[src/rtl/column_frame_sequencer.sv]
// Frame-buffer walker feeding the matrix output stage: reads one word per channel
// per byte slot, holds it, and hands it over with a single command pulse per slot.
module column_frame_sequencer #(
  parameter int CHANNEL_NUMBER   = 3,
  parameter int SPI_SIZE         = 8,
  parameter int COLUMNS          = 16,
  parameter int BYTES_PER_COLUMN = 24,
  parameter int ADDR_WIDTH       = $clog2(COLUMNS * BYTES_PER_COLUMN)
) (
  input  logic                               clk,
  input  logic                               rst_n,
  input  logic                               frame_start,
  input  logic                               extra_bit_cfg,
  output logic                               rd_en,
  output logic [ADDR_WIDTH-1:0]              rd_addr,
  input  logic [CHANNEL_NUMBER*SPI_SIZE-1:0] rd_data,
  output logic [SPI_SIZE-1:0]                data_out [CHANNEL_NUMBER],
  output logic                               new_image,
  output logic                               new_column,
  output logic                               next_data,
  output logic                               extra_bit,
  input  logic                               tx_finish,
  output logic                               busy,
  output logic                               frame_done,
  output logic                               frame_dropped
);

  localparam int COL_W  = (COLUMNS > 1) ? $clog2(COLUMNS) : 1;
  localparam int BYTE_W = (BYTES_PER_COLUMN > 1) ? $clog2(BYTES_PER_COLUMN) : 1;

  localparam logic [2:0] ST_IDLE      = 3'd0;
  localparam logic [2:0] ST_FETCH     = 3'd1;
  localparam logic [2:0] ST_LATCH     = 3'd2;
  localparam logic [2:0] ST_ISSUE     = 3'd3;
  localparam logic [2:0] ST_WAIT_BUSY = 3'd4;
  localparam logic [2:0] ST_WAIT_DONE = 3'd5;
  localparam logic [2:0] ST_DONE      = 3'd6;

  logic [2:0]        state, state_nxt;
  logic [COL_W-1:0]  col_idx;
  logic [BYTE_W-1:0] byte_idx;
  logic              pending;
  logic              launch;
  logic              last_slot;
  logic              last_byte;
  logic              issue_fire;

  assign launch     = (state == ST_IDLE) && (frame_start || pending);
  assign last_byte  = (byte_idx == BYTE_W'(BYTES_PER_COLUMN - 1));
  assign last_slot  = last_byte && (col_idx == COL_W'(COLUMNS - 1));
  assign issue_fire = (state == ST_ISSUE) && tx_finish;

  assign rd_en         = (state == ST_FETCH);
  assign busy          = (state != ST_IDLE) && (state != ST_DONE);
  assign frame_done    = (state == ST_DONE);
  assign frame_dropped = frame_start && (state != ST_IDLE) && pending;

  // Exactly one command per slot, chosen by where the slot sits in the frame.
  assign new_image  = issue_fire && (byte_idx == '0) && (col_idx == '0);
  assign new_column = issue_fire && (byte_idx == '0) && (col_idx != '0);
  assign next_data  = issue_fire && (byte_idx != '0);

  always_comb begin
    // NOTE: next-state defaults to hold before the case so no path leaves it unassigned (no latch).
    state_nxt = state;
    case (state)
      ST_IDLE:      if (launch) state_nxt = ST_FETCH;
      ST_FETCH:     state_nxt = ST_LATCH;
      ST_LATCH:     state_nxt = ST_ISSUE;
      ST_ISSUE:     if (tx_finish) state_nxt = ST_WAIT_BUSY;
      ST_WAIT_BUSY: if (!tx_finish) state_nxt = ST_WAIT_DONE;
      ST_WAIT_DONE: if (tx_finish) state_nxt = last_slot ? ST_DONE : ST_FETCH;
      ST_DONE:      state_nxt = ST_IDLE;
      default:      state_nxt = ST_IDLE;
    endcase
  end

  // NOTE: every register here uses non-blocking assignment so all state updates see pre-edge values.
  always_ff @(posedge clk or negedge rst_n) begin
    if (!rst_n) begin
      state     <= ST_IDLE;
      col_idx   <= '0;
      byte_idx  <= '0;
      pending   <= 1'b0;
      rd_addr   <= '0;
      extra_bit <= 1'b0;
      // NOTE: data_out is a small holding register bank, not a RAM, so it is reset to drive zeros.
      for (int k = 0; k < CHANNEL_NUMBER; k++) data_out[k] <= '0;
    end else begin
      state <= state_nxt;

      // Launching consumes the pending request; a request in that same cycle re-arms it.
      if (state == ST_IDLE) pending <= pending & frame_start;
      else if (frame_start) pending <= 1'b1;

      case (state)
        ST_IDLE: begin
          if (launch) begin
            rd_addr   <= '0;
            extra_bit <= extra_bit_cfg;
          end
        end
        ST_LATCH: begin
          for (int k = 0; k < CHANNEL_NUMBER; k++)
            data_out[k] <= rd_data[k*SPI_SIZE +: SPI_SIZE];
        end
        ST_WAIT_DONE: begin
          // Linear address col*BYTES_PER_COLUMN+byte always steps by one, even across a column wrap.
          if (tx_finish && !last_slot) begin
            rd_addr <= rd_addr + ADDR_WIDTH'(1);
            if (last_byte) begin
              byte_idx <= '0;
              col_idx  <= col_idx + COL_W'(1);
            end else begin
              byte_idx <= byte_idx + BYTE_W'(1);
            end
          end
        end
        ST_DONE: begin
          col_idx  <= '0;
          byte_idx <= '0;
        end
        default: ;
      endcase
    end
  end

endmodule

[config.mk]
export PLATFORM = sky130hd
export DESIGN_NAME = column_frame_sequencer
export DESIGN_NICKNAME = d
export VERILOG_FILES = /design/src/rtl/column_frame_sequencer.sv
export SDC_FILE = /design/constraint.sdc
export NUM_CORES = 1
export LEC_CHECK = 0
export ABC_AREA = 1
export CORE_ASPECT_RATIO = 1.4
export CORE_MARGIN = 5
export CORE_UTILIZATION = 50
export CTS_BUF_LIST = sky130_fd_sc_hd__clkbuf_8
export DETAILED_ROUTE_END_ITERATION = 16
export PLACE_DENSITY = 0.89
export SLEW_MARGIN = 30
export SYNTH_ARGS = -nofsm -noshare
export SYNTH_HDL_FRONTEND = slang
export SYNTH_SLANG_ARGS = --single-unit
export TNS_END_PERCENT = 1
[constraint.sdc]
create_clock -name clk -period 1.47 [get_ports clk]
set_input_delay 0.294 -clock clk [delete_from_list [all_inputs] [get_ports clk]]
set_output_delay 0.294 -clock clk [all_outputs]
set_load 0.05 [all_outputs]
==> metrics.txt, run 1 <==
status=complete, but fails checks; failing checks=negative setup slack; row count=30; Synth warnings=0; FMAX=0.510 GHz; clk buf depth=2; Num CTS Buffers=5; commonest non-fill, non-tap cell in the layout=nand2_1; met1 Usage GRT=26.4%; post-DR vias/cell=5.61; Syn Inst Count=279; fraction of the mapped netlist area in simple logic gates=28.0%; ys flop type=dfrtp_1; area of the multi-input gates=1350 um^2; vias in the first global route=2748; FF-to-FF setup slack=-0.34 ns; CTS tree=built; worst-margin pin slew=0.328 ns; main combinational cell family by area after synthesis=simple AND/OR/NAND/NOR gates; combinational share of power=64.2%; nets=416; Post-synth EDFFs=0; Post-Synth XOR/XNOR Area=0.687%; final core area utilization=85.8%; first-pass GRT wire length=13700 um; core box area=4920 um^2; commonest cells after routing, fill and taps aside=nand2_1 (74), dfrtp_1 (46), buf_12 (42); initial antenna violation count=0; Syn Area/Cell=9.14 um^2; RSZ-0062 raised after global routing=yes; Routed WL per cell=18.7 um; met2 Usage GRT=49.2%; post-synthesis cell type count=26; critical path capture point type=output pin; CTS clk-pin slew, worst paths=0.09 ns; Vias=2508; Sw Pwr=0.00416 W; H-Tree Depth=2; CP required=1.18 ns; DR pass1 iterations=4; post-synthesis mux area share=13.4%; final wirelength=8370 um; GR peak layer=met2; root buf cell=clkbuf_8; CP Launch Type=register; Post-Syn Area=2550 um^2; final number of max-transition violations=0; final worst slack=-0.490 ns; relative max-transition margin=78.0%; Syn Nets=313; Initial Util=51.9%; Post-route DRC=0; ys async rst share=100%; global route overflow=0; GRT met3 Usage=6.18%; hold crit path type=in -> async; DRT iter0 DRCs=262; Synth Area in Adders=2.45%; share of power burned in the clock network=10.7%; FF-to-FF path depth=11; Switching Fraction=44.1%; Seq/Total Area, Yosys=46.1%; Leak=2.09 nW; reg2reg start=byte_idx[0]; flops & latches, synth=47; post-route minimum period=1.96 ns; Die Area=6650 um^2; worst-skew pair later-pin latency=0.30 ns; Die Span Y=94.5 um; final setup fails=28; Crit path arrival time=1.67 ns; pin count of the biggest net entering global routing=48; share of layout cells above drive strength 1=36.8%; clk_skew=0.00267 ns; PortBufs=69; Max Cap Violations=0; CTS Sinks=47; WHS=0.497 ns; Sequential Power Share=25.1%; PD cells=2240 nW/um^2; GRT Total Usage=26.4%; FILL cells=246; worst setup path category=reg -> out; Hold Violations, Final=0; DP HPWL=5460 um; register area=1180 um^2; n_diodes=0; P_int=0.00528 W; area delta synth->final=65.4%; # IOs=70; Die X=70.4 um; reg2reg end=byte_idx[4]; Routability Congestion=0.795; Peak VDD IR=1.95 mV; post-route ant nets=0; Synth Area in Compound Gates=2.40%; crit-path max FO=2; Tcrit/Tclk final=133%
state kept, by name, summed over array words and instances, names as in the netlist:
register   count
rd_addr        9
pending        1
state          3
extra_bit      1
col_idx        4
data_out      24
byte_idx       5
kinds of logic (layout without fill, tap and decap cells):
kind of cell,after synthesis,after routing
and+or+nand+nor,154,154
DFF,47,47
buffers and inverters,38,142
AOI/OAI and AO/OA,9,9
xor gates and xnor gates,2,2
muxes,24,24
adders and majority gates,5,5
through the flow:
| stage | total power, W | setup WS (ns) | std cells | TNS (ns) | instance area [um^2] |
|---|---|---|---|---|---|
| floorplan | 0.00522 | -0.312 | 279 | -1.24 | 2570 |
| global placement | 0.00775 | -0.210 | 435 | -1.77 | 3920 |
| detailed placement | 0.00796 | -0.328 | 435 | -2.79 | 3920 |
| CTS | 0.00925 | -0.520 | 446 | -3.22 | 4180 |
| global route | 0.00981 | -0.544 | 447 | -9.39 | 4220 |
| finish | 0.00944 | -0.490 | 447 | -7.50 | 4220 |
synth_stat cells (4+ instances only):
library cell	number	share of area, %
nor3_1	5	0.98
mux2_2	5	2.2
nand3_1	37	7.3
dfrtp_1	47	46
nand2_2	4	0.98
ha_1	5	2.5
nand2_1	77	11
mux2_4	19	11
inv_1	29	4.3
o21ai_0	4	0.78
buf_6	4	1.8
nor2_1	19	2.8
routing by layer:
layer  vias up  wire, um  part of all wire (%)
li1       1108         -                     -
met1      1186      2830                    34
met2       162      4540                    54
met3        52       561                   6.7
met4         0       432                   5.2
met5         -         0                     0
power by group through the flow:
stage          Clock [W]  Sequential, W  Combinational, W
6_report         0.00101        0.00237           0.00606
5_1_grt          0.00108        0.00243           0.00631
4_1_cts          0.00100        0.00234           0.00591
3_5_place_dp           0        0.00233           0.00563
3_3_place_gp           0        0.00228           0.00547
2_1_floorplan          0        0.00338           0.00184
worst max-delay path by stage:
stage                 endpoint         from  cells after the start
global placement    new_column  byte_idx[0]                      7
finish              new_column  byte_idx[1]                      7
detailed placement  new_column  byte_idx[0]                      7
CTS                 new_column  byte_idx[1]                      7
floorplan           new_column  byte_idx[0]                      6
global route        new_column  byte_idx[1]                      7
critical path, stage by stage (launching register included):
cell and delay (ns):
dfrtp_1 0.41, inv_2 0.08, ha_4 0.14, nand2_4 0.05, nor3_4 0.20, nand3_4 0.15
a21oi_4 0.17, buf_12 0.15
final cells by class:
cell class	instances	area share, %
Timing Repair Buffer	102	32.6
Multi-Input combinational cell	194	32.0
Sequential cell	47	27.9
Inverter	32	2.85
Clock buffer	6	1.96
Tap cell	64	1.90
Clock inverter	2	0.830
timing repair:
action                                 in CTS  in global routing
buffers inserted                            2                  1
resized for setup                          28                  6
pin swaps                                   7                  2
hold buffers                                1                  0
gates cloned                                0                  0
setup endpoints to repair                  49                 28
endpoints found under the hold margin      47                  0
(Power assumes the default switching activity.)
==> inputs of run 2 (changes only) <==
CORE_MARGIN = not set   (was 5)
CORE_UTILIZATION = 40   (was 50)
PLACE_DENSITY = 0.74   (was 0.89)
==> run 2 against run 1 <==
Net effect:
- the run still ends with negative setup slack left
- via count shrank 9.7%
- critical path depth did not move
- power down 4.7%
- non-clock buffer count rose by 5
- largest cell class unchanged
==> metrics.txt, run 2 (synthesis results as in run 1) <==
clk buf depth=2 (unchanged); status=complete, but fails checks (unchanged); Switching Fraction=42.4% (was 44.1%); Top reg by flops=data_out (unchanged); nets=421 (was 416); DR pass1 iterations=4 (unchanged); Slowest-stage cell, CP=dfrtp_1 (unchanged); CP cell instances=inv_2 > ha_4 > nand2_4 > nor3_4 > nand3_2 > a21oi_2 > buf_12 (was inv_2 > ha_4 > nand2_4 > nor3_4 > nand3_4 > a21oi_4 > buf_12); CTS Sinks=47 (unchanged); Die Span Y=96.5 um (was 94.5 um); Hold Violations, Final=0 (unchanged); Largest stage delay, worst path=0.40 ns (was 0.41 ns); FMAX=0.520 GHz (was 0.510 GHz); area delta synth->final=64.3% (was 65.4%); WHS=0.547 ns (was 0.497 ns); initial antenna violation count=0 (unchanged); final number of max-transition violations=0 (unchanged); relative max-transition margin=79.4% (was 78.0%); Leak=2.08 nW (was 2.09 nW); row count=34 (was 30); Peak VDD IR=1.42 mV (was 1.95 mV); root buf cell=clkbuf_8 (unchanged); worst-skew pair later-pin latency=0.29 ns (was 0.30 ns); Die X=69.5 um (was 70.4 um); Placed Cells=450 (was 435); RSZ-0062 raised after global routing=yes (unchanged); clk_skew=0.00903 ns (was 0.00267 ns); GRT Total Usage=18.6% (was 26.4%); hold crit path type=in -> async (unchanged); final setup fails=17 (was 28); biggest regs=data_out: 24 flops, rd_addr: 9 flops, byte_idx: 5 flops (unchanged); core box area=6170 um^2 (was 4920 um^2); share of power burned in the clock network=8.8% (was 10.7%); Sw Pwr=0.00382 W (was 0.00416 W); final worst slack=-0.452 ns (was -0.490 ns); Sequential Power Share=25.7% (was 25.1%); Max Cap Violations=0 (unchanged); worst-margin pin slew=0.309 ns (was 0.328 ns); setup TNS=-2.03 ns (was -7.50 ns); crit-path max FO=2 (unchanged); worst setup path category=reg -> out (unchanged); Routed WL per cell=12.8 um (was 18.7 um); CP required=1.18 ns (about the same); critical path capture point type=output pin (unchanged); Routability Congestion=0.827 (was 0.795); Num CTS Buffers=5 (unchanged); Die Area=6710 um^2 (was 6650 um^2); final wirelength=5870 um (was 8370 um); Post-route DRC=0 (unchanged); share of layout cells above drive strength 1=37.7% (was 36.8%); CP Launch Type=register (unchanged); commonest non-fill, non-tap cell in the layout=nand2_1 (unchanged); PortBufs=69 (unchanged); CTS tree=built (unchanged); vias in the first global route=2241 (was 2748); first-pass GRT wire length=10000 um (was 13700 um); pin count of the biggest net entering global routing=25 (was 48); DP HPWL=4490 um (was 5460 um); DRT iter0 DRCs=136 (was 262); CTS clk-pin slew, worst paths=0.09 ns (about the same); failing checks=negative setup slack (unchanged); combinational share of power=65.5% (was 64.2%); P_int=0.00518 W (was 0.00528 W); post-route ant nets=0 (unchanged); Post-DP Area=3980 um^2 (was 3920 um^2); Initial Util=41.4% (was 51.9%); H-Tree Depth=2 (unchanged); max reg flops=24 (unchanged); post-route minimum period=1.92 ns (was 1.96 ns); global route overflow=0 (unchanged); post-route insts no fill=459 (was 447); final core area utilization=68.0% (was 85.8%); n_diodes=0 (unchanged); post-DR vias/cell=4.93 (was 5.61); PD cells=2140 nW/um^2 (was 2240 nW/um^2); Vias=2265 (was 2508); # IOs=70 (unchanged); commonest cells after routing, fill and taps aside=nand2_1 (74), dfrtp_1 (45), buf_12 (42) (was nand2_1 (74), dfrtp_1 (46), buf_12 (42)); post-route cell area=4190 um^2 (was 4220 um^2); Crit path arrival time=1.63 ns (was 1.67 ns); Tcrit/Tclk final=131% (was 133%)
==> run 2: cell count changes in the layout (fill, tap and decap cells not counted), moves of 2 or more <==
| cell | before | now |
|---|---|---|
| buf_4 | 27 | 32 |
| nand2_2 | 3 | 5 |
| inv_2 | 7 | 5 |
| inv_4 | 0 | 2 |
| nor2_2 | 1 | 3 |
==> run 2: repair_timing <==
item / CTS / global route
pin swaps: 2 / 5
hold buffers: 1 / 0
gates resized for setup: 13 / 17
hold endpoints to repair: 47 / 0
endpoints found under the setup margin: 25 / 27
setup buffers: 0 / 1
==> run 2: final timing paths <==
kind / endpoint / startpoint / depth (start not counted) / slack [ns]
max in group asynchronous: state[1] / rst_n / 3 / 0.65
worst max register to register: rd_addr[4] / byte_idx[0] / 9 / -0.04
worst min register to register: extra_bit / extra_bit / 2 / 0.55
min in group clk: extra_bit / extra_bit / 2 / 0.55
worst max-delay path: new_column / byte_idx[0] / 7 / -0.45
worst min-delay path: data_out[3] / rst_n / 3 / 0.55
==> run 2: routing by layer <==
metal	global-route usage (%)	up-vias	part of all wire [%]
li1	-	1113	-
met1	21.7	1085	41
met2	34.2	57	54
met3	4.05	10	4.3
met4	6.12	0	1.4
met5	0	-	0
==> run 2: per-stage QoR <==
| stage | power [W] | setup WS [ns] |
|---|---|---|
| 2_1_floorplan | 0.00522 | -0.312 |
| 3_5_place_dp | 0.00798 | -0.205 |
| 3_3_place_gp | 0.00789 | -0.164 |
| 4_1_cts | 0.00887 | -0.437 |
| 5_1_grt | 0.00947 | -0.560 |
| 6_report | 0.00899 | -0.452 |
==> run 2: layout make-up <==
cell class	instances	area, um^2
repair buffers	107	1410
clock buffers	6	82.6
well taps	72	90.1
multi-input cells	194	1300
clock inverters	1	5.00
fillers	455	1980
flip-flops and latches	47	1180
inverters	32	125
==> run 2: worst max-delay path: cells and delay by family (launching register included) <==
kind | cells | cell delay (ns)
AO/OA/AOI/OAI | 1 | 0.18
AND/OR/NAND/NOR | 3 | 0.38
flip-flops | 1 | 0.40
adder cells (fa/ha/maj) | 1 | 0.13
buffers and inverters | 2 | 0.24
==> run 2: power groups by stage <==
stage	clock network, W	logic [W]	registers [W]
4_1_cts	0.000815	0.00576	0.00229
3_5_place_dp	0	0.00567	0.00231
5_1_grt	0.000869	0.00621	0.00239
2_1_floorplan	0	0.00184	0.00338
3_3_place_gp	0	0.00561	0.00228
6_report	0.000789	0.00589	0.00231
